`src/rtl/eth_rx_frame_buffer_if.sv`:
```
// Output stream of eth_rx_frame_buffer: show-ahead payload words with a
// valid/ready handshake, the frame ID, and first/last word markers.
//   master : producer (the frame buffer) drives valid/data/frameid/first/last
//   slave  : consumer drives out_ready
interface eth_rx_frame_buffer_if #(
  parameter int unsigned PAYLOAD_BITS = 148,
  parameter int unsigned ID_BYTES     = 3
);
  logic                    out_valid;
  logic                    out_ready;
  logic [PAYLOAD_BITS-1:0] out_data;
  logic [8*ID_BYTES-1:0]   out_frameid;
  logic                    out_first;
  logic                    out_last;

  modport master (
    output out_valid, out_data, out_frameid, out_first, out_last,
    input  out_ready
  );

  modport slave (
    input  out_valid, out_data, out_frameid, out_first, out_last,
    output out_ready
  );
endinterface

```
`src/rtl/eth_rx_frame_buffer.sv`:
```
// MII receive frame parser with a multi-frame payload buffer.
// Finds preamble/SFD, filters on destination MAC, captures the frame ID and a
// fixed-length payload cut into WORDS words of PAYLOAD_BITS bits, and stores up
// to BUF_FRAMES committed frames that are read out word-by-word.
// Ports:
//   phy_rxclk, rst          : clock, synchronous active-high reset
//   phy_rxd/rxen/rxer       : MII receive nibble, data valid, error
//   out_if (master)         : out_valid/out_ready/out_data/out_frameid/out_first/out_last
//   frames_avail            : committed unread frames
//   drop_cnt, frame_err     : saturating dropped-frame count, one-cycle drop pulse
// Optional: define RX_CRC_CHECK_EN to verify the FCS before committing.
module eth_rx_frame_buffer #(
  parameter logic [47:0] MAC_ADDR     = 48'h0100_0000_0000,
  parameter int unsigned ID_BYTES     = 3,
  parameter int unsigned PAYLOAD_BITS = 148,
  parameter int unsigned WORDS        = 8,
  parameter int unsigned BUF_FRAMES   = 2
) (
  input  logic                            phy_rxclk,
  input  logic                            rst,
  input  logic [3:0]                      phy_rxd,
  input  logic                            phy_rxen,
  input  logic                            phy_rxer,
  eth_rx_frame_buffer_if.master           out_if,
  output logic [$clog2(BUF_FRAMES+1)-1:0] frames_avail,
  output logic [7:0]                      drop_cnt,
  output logic                            frame_err
);

  localparam int unsigned HDR_NIBS = 2 * (14 + ID_BYTES);
  localparam int unsigned PAY_NIBS = WORDS * PAYLOAD_BITS / 4;
  localparam int unsigned MAX_NIBS = (HDR_NIBS > PAY_NIBS) ? HDR_NIBS : PAY_NIBS;
  localparam int unsigned ID_START = 28;
  localparam int unsigned CNT_W    = $clog2(MAX_NIBS);
  localparam int unsigned BIT_W    = $clog2(PAYLOAD_BITS);
  localparam int unsigned WORD_W   = (WORDS > 1) ? $clog2(WORDS) : 1;
  localparam int unsigned SLOT_W   = (BUF_FRAMES > 1) ? $clog2(BUF_FRAMES) : 1;
  localparam int unsigned AVL_W    = $clog2(BUF_FRAMES + 1);
  localparam int unsigned ID_W     = 8 * ID_BYTES;

  typedef enum logic [2:0] {
    S_IDLE, S_PREAMBLE, S_HEADER, S_PAYLOAD, S_FCS, S_DONE, S_DROP
  } state_e;

  state_e                  state_q, state_d;
  logic [CNT_W-1:0]        cnt_q, cnt_d;
  logic [3:0]              prev_nib_q, prev_nib_d;
  logic                    rxen_prev_q, rxen_prev_d;
  logic [47:0]             dest_q, dest_d;
  logic [ID_W-1:0]         id_asm_q, id_asm_d;
  logic [PAYLOAD_BITS-1:0] asm_q, asm_d;
  logic [BIT_W-1:0]        bit_q, bit_d;
  logic [WORD_W-1:0]       wr_word_q, wr_word_d, rd_word_q, rd_word_d;
  logic [SLOT_W-1:0]       wr_slot_q, wr_slot_d, rd_slot_q, rd_slot_d;
  logic [AVL_W-1:0]        avail_q, avail_d;
  logic [7:0]              drop_cnt_q, drop_cnt_d;
  logic                    frame_err_q, frame_err_d;

  logic [PAYLOAD_BITS-1:0] mem_q [BUF_FRAMES][WORDS];
  logic [ID_W-1:0]         id_q  [BUF_FRAMES];

  logic                    wr_en, commit, drop_evt, rd_fire, rd_release, crc_ok;
  logic [PAYLOAD_BITS-1:0] wr_data;
  logic [3:0]              nib_sh;

`ifdef RX_CRC_CHECK_EN
  // Register runs reflected (LSB-first); the good-frame residue in that form
  // is the bit-reverse of the conventional 0xC704DD7B constant.
  localparam logic [31:0] CRC_RESIDUE = 32'hC704DD7B;
  logic [31:0] crc_q, crc_d, crc_rev;

  function automatic logic [31:0] crc_nib(input logic [31:0] c, input logic [3:0] n);
    logic [31:0] r;
    r = c;
    for (int unsigned i = 0; i < 4; i++) begin
      if (r[0] ^ n[i]) r = (r >> 1) ^ 32'hEDB88320;
      else             r = r >> 1;
    end
    return r;
  endfunction

  assign crc_rev = {<<{crc_q}};
  assign crc_ok  = (crc_rev == CRC_RESIDUE);
`else
  assign crc_ok = 1'b1;
`endif

  assign rd_fire    = (avail_q != '0) && out_if.out_ready;
  assign rd_release = rd_fire && (rd_word_q == WORD_W'(WORDS - 1));

  always_comb begin
    state_d     = state_q;
    cnt_d       = cnt_q;
    prev_nib_d  = prev_nib_q;
    rxen_prev_d = phy_rxen;
    dest_d      = dest_q;
    id_asm_d    = id_asm_q;
    asm_d       = asm_q;
    bit_d       = bit_q;
    wr_word_d   = wr_word_q;
    wr_slot_d   = wr_slot_q;
    rd_word_d   = rd_word_q;
    rd_slot_d   = rd_slot_q;
    avail_d     = avail_q;
    wr_en       = 1'b0;
    wr_data     = asm_q;
    commit      = 1'b0;
    drop_evt    = 1'b0;
    nib_sh      = phy_rxd;
`ifdef RX_CRC_CHECK_EN
    crc_d = crc_q;
    if (phy_rxen && (state_q == S_HEADER || state_q == S_PAYLOAD || state_q == S_FCS))
      crc_d = crc_nib(crc_q, phy_rxd);
`endif

    if (phy_rxen) prev_nib_d = phy_rxd;

    if (!phy_rxen) begin
      case (state_q)
        S_PREAMBLE, S_HEADER, S_PAYLOAD, S_FCS: drop_evt = 1'b1;
        S_DONE: if (crc_ok) commit = 1'b1; else drop_evt = 1'b1;
        default: ;
      endcase
      state_d = S_IDLE;
    end else begin
      case (state_q)
        // Only a genuine rxen rising edge starts a frame, so a frame still in
        // flight when reset releases is ignored rather than re-parsed.
        S_IDLE: if (!rxen_prev_q) state_d = S_PREAMBLE;
        S_PREAMBLE: begin
          if (phy_rxd == 4'hD && prev_nib_q == 4'h5) begin
            if (avail_q == AVL_W'(BUF_FRAMES)) begin
              state_d  = S_DROP;
              drop_evt = 1'b1;
            end else begin
              state_d   = S_HEADER;
              cnt_d     = '0;
              bit_d     = '0;
              wr_word_d = '0;
`ifdef RX_CRC_CHECK_EN
              crc_d = '1;
`endif
            end
          end
        end
        S_HEADER, S_PAYLOAD, S_FCS, S_DONE: begin
          if (phy_rxer || state_q == S_DONE) begin
            state_d  = S_DROP;
            drop_evt = 1'b1;
          end else if (state_q == S_HEADER) begin
            if (cnt_q < CNT_W'(12)) dest_d = {phy_rxd, dest_q[47:4]};
            if (cnt_q >= CNT_W'(ID_START)) id_asm_d = {phy_rxd, id_asm_q[ID_W-1:4]};
            if (cnt_q == CNT_W'(11) && {phy_rxd, dest_q[47:4]} != MAC_ADDR) begin
              state_d = S_DROP;  // not for us: silent
            end else if (cnt_q == CNT_W'(HDR_NIBS - 1)) begin
              state_d = S_PAYLOAD;
              cnt_d   = '0;
            end else begin
              cnt_d = cnt_q + 1'b1;
            end
          end else if (state_q == S_PAYLOAD) begin
            // Bit-serial assembly so a word boundary may fall inside a nibble.
            for (int unsigned i = 0; i < 4; i++) begin
              asm_d  = {nib_sh[0], asm_d[PAYLOAD_BITS-1:1]};
              nib_sh = nib_sh >> 1;
              if (bit_d == BIT_W'(PAYLOAD_BITS - 1)) begin
                wr_en   = 1'b1;
                wr_data = asm_d;
                bit_d   = '0;
              end else begin
                bit_d = bit_d + 1'b1;
              end
            end
            if (wr_en) wr_word_d = wr_word_q + 1'b1;
            if (cnt_q == CNT_W'(PAY_NIBS - 1)) begin
              state_d = S_FCS;
              cnt_d   = '0;
            end else begin
              cnt_d = cnt_q + 1'b1;
            end
          end else begin
            if (cnt_q == CNT_W'(7)) state_d = S_DONE;
            else                    cnt_d   = cnt_q + 1'b1;
          end
        end
        default: ;
      endcase
    end

    if (commit)
      wr_slot_d = (wr_slot_q == SLOT_W'(BUF_FRAMES - 1)) ? '0 : wr_slot_q + 1'b1;

    if (rd_fire) begin
      if (rd_release) begin
        rd_word_d = '0;
        rd_slot_d = (rd_slot_q == SLOT_W'(BUF_FRAMES - 1)) ? '0 : rd_slot_q + 1'b1;
      end else begin
        rd_word_d = rd_word_q + 1'b1;
      end
    end

    case ({commit, rd_release})
      2'b10:   avail_d = avail_q + 1'b1;
      2'b01:   avail_d = avail_q - 1'b1;
      default: avail_d = avail_q;
    endcase

    drop_cnt_d  = (drop_evt && drop_cnt_q != 8'hFF) ? drop_cnt_q + 1'b1 : drop_cnt_q;
    frame_err_d = drop_evt;
  end

  always_ff @(posedge phy_rxclk) begin
    if (rst) begin
      state_q     <= S_IDLE;
      cnt_q       <= '0;
      prev_nib_q  <= '0;
      rxen_prev_q <= 1'b1;
      dest_q      <= '0;
      id_asm_q    <= '0;
      asm_q       <= '0;
      bit_q       <= '0;
      wr_word_q   <= '0;
      wr_slot_q   <= '0;
      rd_word_q   <= '0;
      rd_slot_q   <= '0;
      avail_q     <= '0;
      drop_cnt_q  <= '0;
      frame_err_q <= 1'b0;
`ifdef RX_CRC_CHECK_EN
      crc_q       <= '1;
`endif
    end else begin
      state_q     <= state_d;
      cnt_q       <= cnt_d;
      prev_nib_q  <= prev_nib_d;
      rxen_prev_q <= rxen_prev_d;
      dest_q      <= dest_d;
      id_asm_q    <= id_asm_d;
      asm_q       <= asm_d;
      bit_q       <= bit_d;
      wr_word_q   <= wr_word_d;
      wr_slot_q   <= wr_slot_d;
      rd_word_q   <= rd_word_d;
      rd_slot_q   <= rd_slot_d;
      avail_q     <= avail_d;
      drop_cnt_q  <= drop_cnt_d;
      frame_err_q <= frame_err_d;
`ifdef RX_CRC_CHECK_EN
      crc_q       <= crc_d;
`endif
    end
  end

  // Storage is not reset; slot validity is carried by avail_q alone.
  always_ff @(posedge phy_rxclk) begin
    if (wr_en)  mem_q[wr_slot_q][wr_word_q] <= wr_data;
    if (commit) id_q[wr_slot_q]             <= id_asm_q;
  end

  // Data fields are forced to zero while nothing is available.
  assign out_if.out_valid   = (avail_q != '0);
  assign out_if.out_data    = out_if.out_valid ? mem_q[rd_slot_q][rd_word_q] : '0;
  assign out_if.out_frameid = out_if.out_valid ? id_q[rd_slot_q] : '0;
  assign out_if.out_first   = out_if.out_valid && (rd_word_q == '0);
  assign out_if.out_last    = out_if.out_valid && (rd_word_q == WORD_W'(WORDS - 1));

  assign frames_avail = avail_q;
  assign drop_cnt     = drop_cnt_q;
  assign frame_err    = frame_err_q;

endmodule

```
`src/flat_wrapper.sv`:
```
// flat-port wrapper written by rule: the top's interface ports become plain ports
module eth_rx_frame_buffer_flat 
#(
  parameter logic [47:0] MAC_ADDR     = 48'h0100_0000_0000,
  parameter int unsigned ID_BYTES     = 3,
  parameter int unsigned PAYLOAD_BITS = 148,
  parameter int unsigned WORDS        = 8,
  parameter int unsigned BUF_FRAMES   = 2
)
  (phy_rxclk, rst, phy_rxd, phy_rxen, phy_rxer, frames_avail, drop_cnt, frame_err, out_if_out_valid, out_if_out_data, out_if_out_frameid, out_if_out_first, out_if_out_last, out_if_out_ready);
  eth_rx_frame_buffer_if #(.PAYLOAD_BITS(PAYLOAD_BITS), .ID_BYTES(ID_BYTES)) out_if_i ();
  input  logic phy_rxclk;
  input  logic rst;
  input  logic [3:0] phy_rxd;
  input  logic phy_rxen;
  input  logic phy_rxer;
  output logic [$clog2(BUF_FRAMES+1)-1:0] frames_avail;
  output logic [7:0] drop_cnt;
  output logic frame_err;
  output wire logic [$bits(out_if_i.out_valid)-1:0] out_if_out_valid;
  output wire logic [$bits(out_if_i.out_data)-1:0] out_if_out_data;
  output wire logic [$bits(out_if_i.out_frameid)-1:0] out_if_out_frameid;
  output wire logic [$bits(out_if_i.out_first)-1:0] out_if_out_first;
  output wire logic [$bits(out_if_i.out_last)-1:0] out_if_out_last;
  input wire logic [$bits(out_if_i.out_ready)-1:0] out_if_out_ready;
  assign out_if_out_valid = out_if_i.out_valid;
  assign out_if_out_data = out_if_i.out_data;
  assign out_if_out_frameid = out_if_i.out_frameid;
  assign out_if_out_first = out_if_i.out_first;
  assign out_if_out_last = out_if_i.out_last;
  assign out_if_i.out_ready = out_if_out_ready;
  eth_rx_frame_buffer #(.MAC_ADDR(MAC_ADDR), .ID_BYTES(ID_BYTES), .PAYLOAD_BITS(PAYLOAD_BITS), .WORDS(WORDS), .BUF_FRAMES(BUF_FRAMES)) u_core (.phy_rxclk(phy_rxclk), .rst(rst), .phy_rxd(phy_rxd), .phy_rxen(phy_rxen), .phy_rxer(phy_rxer), .out_if(out_if_i), .frames_avail(frames_avail), .drop_cnt(drop_cnt), .frame_err(frame_err));
endmodule
```
`config.mk`:
```
export PLATFORM = sky130hd
export DESIGN_NAME = eth_rx_frame_buffer_flat
export DESIGN_NICKNAME = d
export VERILOG_FILES = /design/src/rtl/eth_rx_frame_buffer_if.sv /design/src/rtl/eth_rx_frame_buffer.sv /design/src/flat_wrapper.sv
export SDC_FILE = /design/constraint.sdc
export NUM_CORES = 2
export LEC_CHECK = 0
export CORE_MARGIN = 5
export CORE_UTILIZATION = 62
export DETAILED_ROUTE_END_ITERATION = 12
export PLACE_DENSITY = 0.79
export SYNTH_ARGS = -nofsm -noshare
export SYNTH_HDL_FRONTEND = slang
export SYNTH_SLANG_ARGS = --single-unit
```
`constraint.sdc`:
```
create_clock -name phy_rxclk -period 26.2 [get_ports phy_rxclk]
set_clock_uncertainty 0.1 [all_clocks]
set_input_delay 6.55 -clock phy_rxclk [delete_from_list [all_inputs] [get_ports phy_rxclk]]
set_output_delay 6.55 -clock phy_rxclk [all_outputs]
set_load 0.02 [all_outputs]
```
### Word-level counts from Yosys, hierarchy flattened

Memory sizes are Yosys's and may differ from the RTL's. A register that Yosys moved wholly into a read port is not among the register bits.
Index checks and enable logic that the tools add are counted.

* register bits after elaboration: 264
* memory bits (writable): 2416
* output and inout port bits: 186
* word-level logic and storage cells: 201
* memories: 2

* add/sub/neg operators: 12
* magnitude comparators: 5
* equal/unequal tests: 33
* muxes and demuxes: 103
* bitwise operators: 5
* reductions and logical operators: 26

Memory list
* u_core.mem_q: depth 2, width 1184, read ports 1, clocked after Yosys merged registers in 1, write ports 1, RTL line eth_rx_frame_buffer.sv:59 `logic [PAYLOAD_BITS-1:0] mem_q [BUF_FRAMES][WORDS];`
* u_core.id_q: depth 2, width 24, read ports 1, clocked after Yosys merged registers in 1, write ports 1, RTL line eth_rx_frame_buffer.sv:60 `logic [ID_W-1:0] id_q [BUF_FRAMES];`

Operators with widths (count)
* $mux W148: 13
* $mux W1184: 1
* $bmux W148 S3: 1
* $demux W148 S3: 1
* $mux W8: 24
* $mux W9: 9
* $mux W3: 17
* $ne A48 B41 Y1 const B: 1
* $add A8 B1 Y8 const B: 5
* $eq A8 B8 Y1 const B: 4
* $mux W1: 30
* $mux W24: 1
* $pmux W9 S2: 1
* $pmux W8 S2: 1
* $reduce_and A5 Y1: 3
* $reduce_and A7 Y1: 2
* $ne A2 B2 Y1 const B: 5
* $add A9 B1 Y9 const B: 1
* $eq A3 B3 Y1 const B: 3
* $eq A9 B3 Y1 const B: 1
* $eq A9 B4 Y1 const B: 1
* $eq A9 B6 Y1 const B: 1
* $eq A9 B9 Y1 const B: 1
* $ge A9 B5 Y1 const B: 1
* 36 further kinds: 56

### Depth between registers and ports, before layout

* word-level depth: 35
* mapped depth: 17
* gate-level depth less buffers: 14

### Worst setup path before layout

Ideal clock, no wire load.

* kind: input to register
* start point: input phy_rxen
* end point: memory u_core.mem_q[1][0] (netlist name) (enable)
* data arrival time: 22.024 ns
* setup slack: 3.059 ns
* stages on the path: 7
* buffers on the path: 4
* cell sequence: clkbuf_1 > nor2b_1 > nand3_1 > clkbuf_1 > clkbuf_1 > buf_1 > nor4_1

* cells in the longest elaborated chain, start to end: 3

RTL lines
* from (decl): RTL line flat_wrapper.sv:15 `input logic phy_rxen;`
* $mux W1: RTL line eth_rx_frame_buffer.sv:118 `if (!phy_rxen) begin`
* $mux W1: RTL line eth_rx_frame_buffer.sv:256 `if (wr_en) mem_q[wr_slot_q][wr_word_q] <= wr_data;`
* $mux W1184 (implied by the code): RTL line eth_rx_frame_buffer.sv:256
* to (decl): RTL line eth_rx_frame_buffer.sv:59

Every way passes these cells.

==> results.cfg <==
[timing]
setup_ws_ps = 12290
slew_headroom_pct = 1.04
hold_viol_final = 0
finalMaxSlewViolations = 0
rsz0062_at_grt = no
setup_viol = 0
fin_tns_setup_ps = 0
fin_crit_sh_pct = 53.1
fmax_mhz = 71.9
tightest_slew_ps = 1480
fin_crit_ps = 13910

[synthesis]
synth_edf_count = 2416
syn_area_per_cell_um2 = 17.1
synthFlopType = edfxtp_1
ys_types = 75
synth.top_cell.area_share_pct = 65.7
synthTopCellsByArea = edfxtp_1 66%, mux4_2 15%, dfxtp_1 4.7%
ys_async_sr_fraction_pct = 0
yosys.area.top_type = edfxtp_1
syn-cell-area_mm2 = 0.110
syn_inst = 6475
ys_warn_count = 0
ys_ff_latch = 2677
synth_seq_area_share_pct = 70.4
synth_fp_nets = 6497

[layout]
fin_cells = 9027
area_growth_pct = 11.1
num-nets-final = 6514
drive_gt1_share_pct = 19.7
post-route-util_pct = 69.4

[worst_setup_path]
worst-path-max-fanout = 54
cp.required_ps = 19550
critPathArrivalTime_ps = 7260
worstSetupPathType = reg2out
start_kind = flop
path_buf_inv = 5
critical-path-max-stage-delay_ps = 970
crit_family = buffers and inverters
crit_chain = buf_4 > buf_4 > buf_4 > buf_4 > mux4_2 > mux4_2 > and2_1 > clkdlybuf4s50_1
slowest_stage = buf_4
endpoint_kind = primary output
crit_top_cell = buf_4

[power]
p_per_area_mw_per_mm2 = 67.5
ir_worst_vdd_mv = 0.0705
p_leak_nw = 43.9
total_power_w = 0.00828

[die]
start_util_pct = 62.5
pin_count = 195
die_area_mm2 = 0.187
core_mm2 = 0.177
die_h_um = 432
rows = 154
die_w_um = 432

[place]
gp_congestion = 0.818
io_buffers = 194
dp_cells = 8547
post-place-ws_ps = 13110
dpl.hpwl_um = 134000

[clock_network]
post-cts-setup-buffers = 0
cts_tree = yes
root_buffer = clkbuf_16
cts_buffers = 278
clock_sinks = 2677
postCtsHoldBufs = 0
worstSkewPairLatency_ps = 940
ctsResizeCount = 0
path_clk_slew_ps = 60
htreeDepth = 5
cts_buffer_depth = 4

[run_status]
violations = max-capacitance violations
status = finished with violations

[global_routing]
met2_usage_pct = 48.3
antenna_found_initial = 10
gr-usage-all-layers_pct = 30.1
grt_pass1_wl_um = 418000
use_met3_pct = 5.82
top_usage_layer = met2
grt_max_degree = 148
grt.overflow.total = 0
grt_pass1_vias = 63200
met1_usage_pct = 41.5

[job]
maxCapViolations = 1

[routing]
vias = 63300
drt-initial-drc-count = 10800
first_pass_iters = 12
viasPerCell = 7.01
wl_per_cell_um = 31.1
route.detailed.drc = 0
routed_wl_um = 281000
antenna_left = 0

[worst_hold_path]
hold_class = reg2reg
-- cell families (layout without fill, tap and decap cells) --
logic type / after synthesis / count (layout) / synth area share (%)
adder cells (fa/ha/maj): 13 / 13 / 0.147
flip-flops: 2677 / 2677 / 70.4
other: 0 / 3 / 0
AND/OR/NAND/NOR: 1594 / 1594 / 6.48
multiplexers: 773 / 773 / 15.4
AO/OA/AOI/OAI: 757 / 757 / 4.99
buffers and inverters: 627 / 836 / 2.28
XOR/XNOR: 34 / 34 / 0.270
-- worst paths after layout --
kind                                              to  cells past startpoint                from  slack (ps)
worst max-delay path             out_if_out_data[73]                      8                flop       12290
worst min register to register     u_core.id_q[0][2]                      0  u_core.id_asm_q[2]         350
worst max register to register  u_core.mem_q[0][913]                     16     u_core.bit_q[0]       18670
worst min-delay path               u_core.id_q[0][2]                      0  u_core.id_asm_q[2]         350
-- cells in the final DEF (no fill, tap or decap), types with 149 or more instances in the layout --
master           instances
nand2_1                914
clkbuf_16              284
nor2_1                 231
clkdlybuf4s50_1        193
nand2b_1               158
a21oi_1                234
edfxtp_1              2416
dfxtp_1                258
and2_1                 156
o41ai_1                149
mux4_2                 740
-- metal layers --
metal / routed length (um) / vias up
met5: 29 / -
met1: 101000 / 32100
li1: - / 25600
met2: 137000 / 4729
met3: 29100 / 876
met4: 12900 / 4
-- worst register-to-register path: cells and delay by family, from the launching register on --
family / cells / cell delay (ps)
DFF: 1 / 530
buffers and inverters: 4 / 2770
AOI/OAI and AO/OA: 3 / 1340
adders and majority gates: 2 / 780
xor gates and xnor gates: 1 / 200
and+or+nand+nor: 6 / 1330
-- metrics by stage --
step	hold slack, ps	cell area [um^2]
floorplan	325	110000
global placement	332	114000
detailed placement	349	114000
CTS	359	122000
global route	369	123000
finish	353	123000
-- power by group --
group / switching (W) / leakage [nW] / internal (W)
logic: 0.0000127 / 9.77 / 0.00000377
clock network: 0.00158 / 4.04 / 0.00210
registers: 0.000000653 / 30.1 / 0.00458
-- cell usage after synthesis (5+ instances only) --
library cell	number
nor3_1	17
o41ai_1	149
xnor2_1	17
or3_1	9
edfxtp_1	2416
nor2_1	234
o21ai_0	21
clkbuf_1	506
nor4_1	14
mux4_2	740
nand2_1	915
o211ai_1	6
nand4_1	17
nand2b_1	158
buf_6	14
ha_1	13
xor2_1	17
and2_1	162
o22ai_1	6
mux2i_1	32
buf_1	47
nand3_1	9
a211oi_1	5
buf_4	5
a311o_1	148
a21oi_1	234
a31oi_1	151
inv_1	18
and3_1	17
buf_2	35
nor2b_1	11
dfxtp_1	261
-- cell type report --
type                    count  area, um^2
fillers                 10300       54100
clock inverters           107         747
repair buffers            344        3170
inverters                  20        87.6
well taps                2340        2930
multi-input cells        3171       30400
clock buffers             365        7530
diodes                      3        7.51
flip-flops and latches   2677       77800
-- registers in the layout (all words and copies together) (netlist names), 3 cells and up, named ones only --
name               count
u_core.asm_q         148
u_core.bit_q           8
u_core.cnt_q           9
u_core.dest_q         44
u_core.drop_cnt        8
u_core.id_asm_q       24
u_core.id_q           48
u_core.mem_q        2368
u_core.prev_nib_q      4
u_core.rd_word_q       3
u_core.state_q         3
u_core.wr_word_q       3
Note: power is estimated with default switching activity, not from simulation.
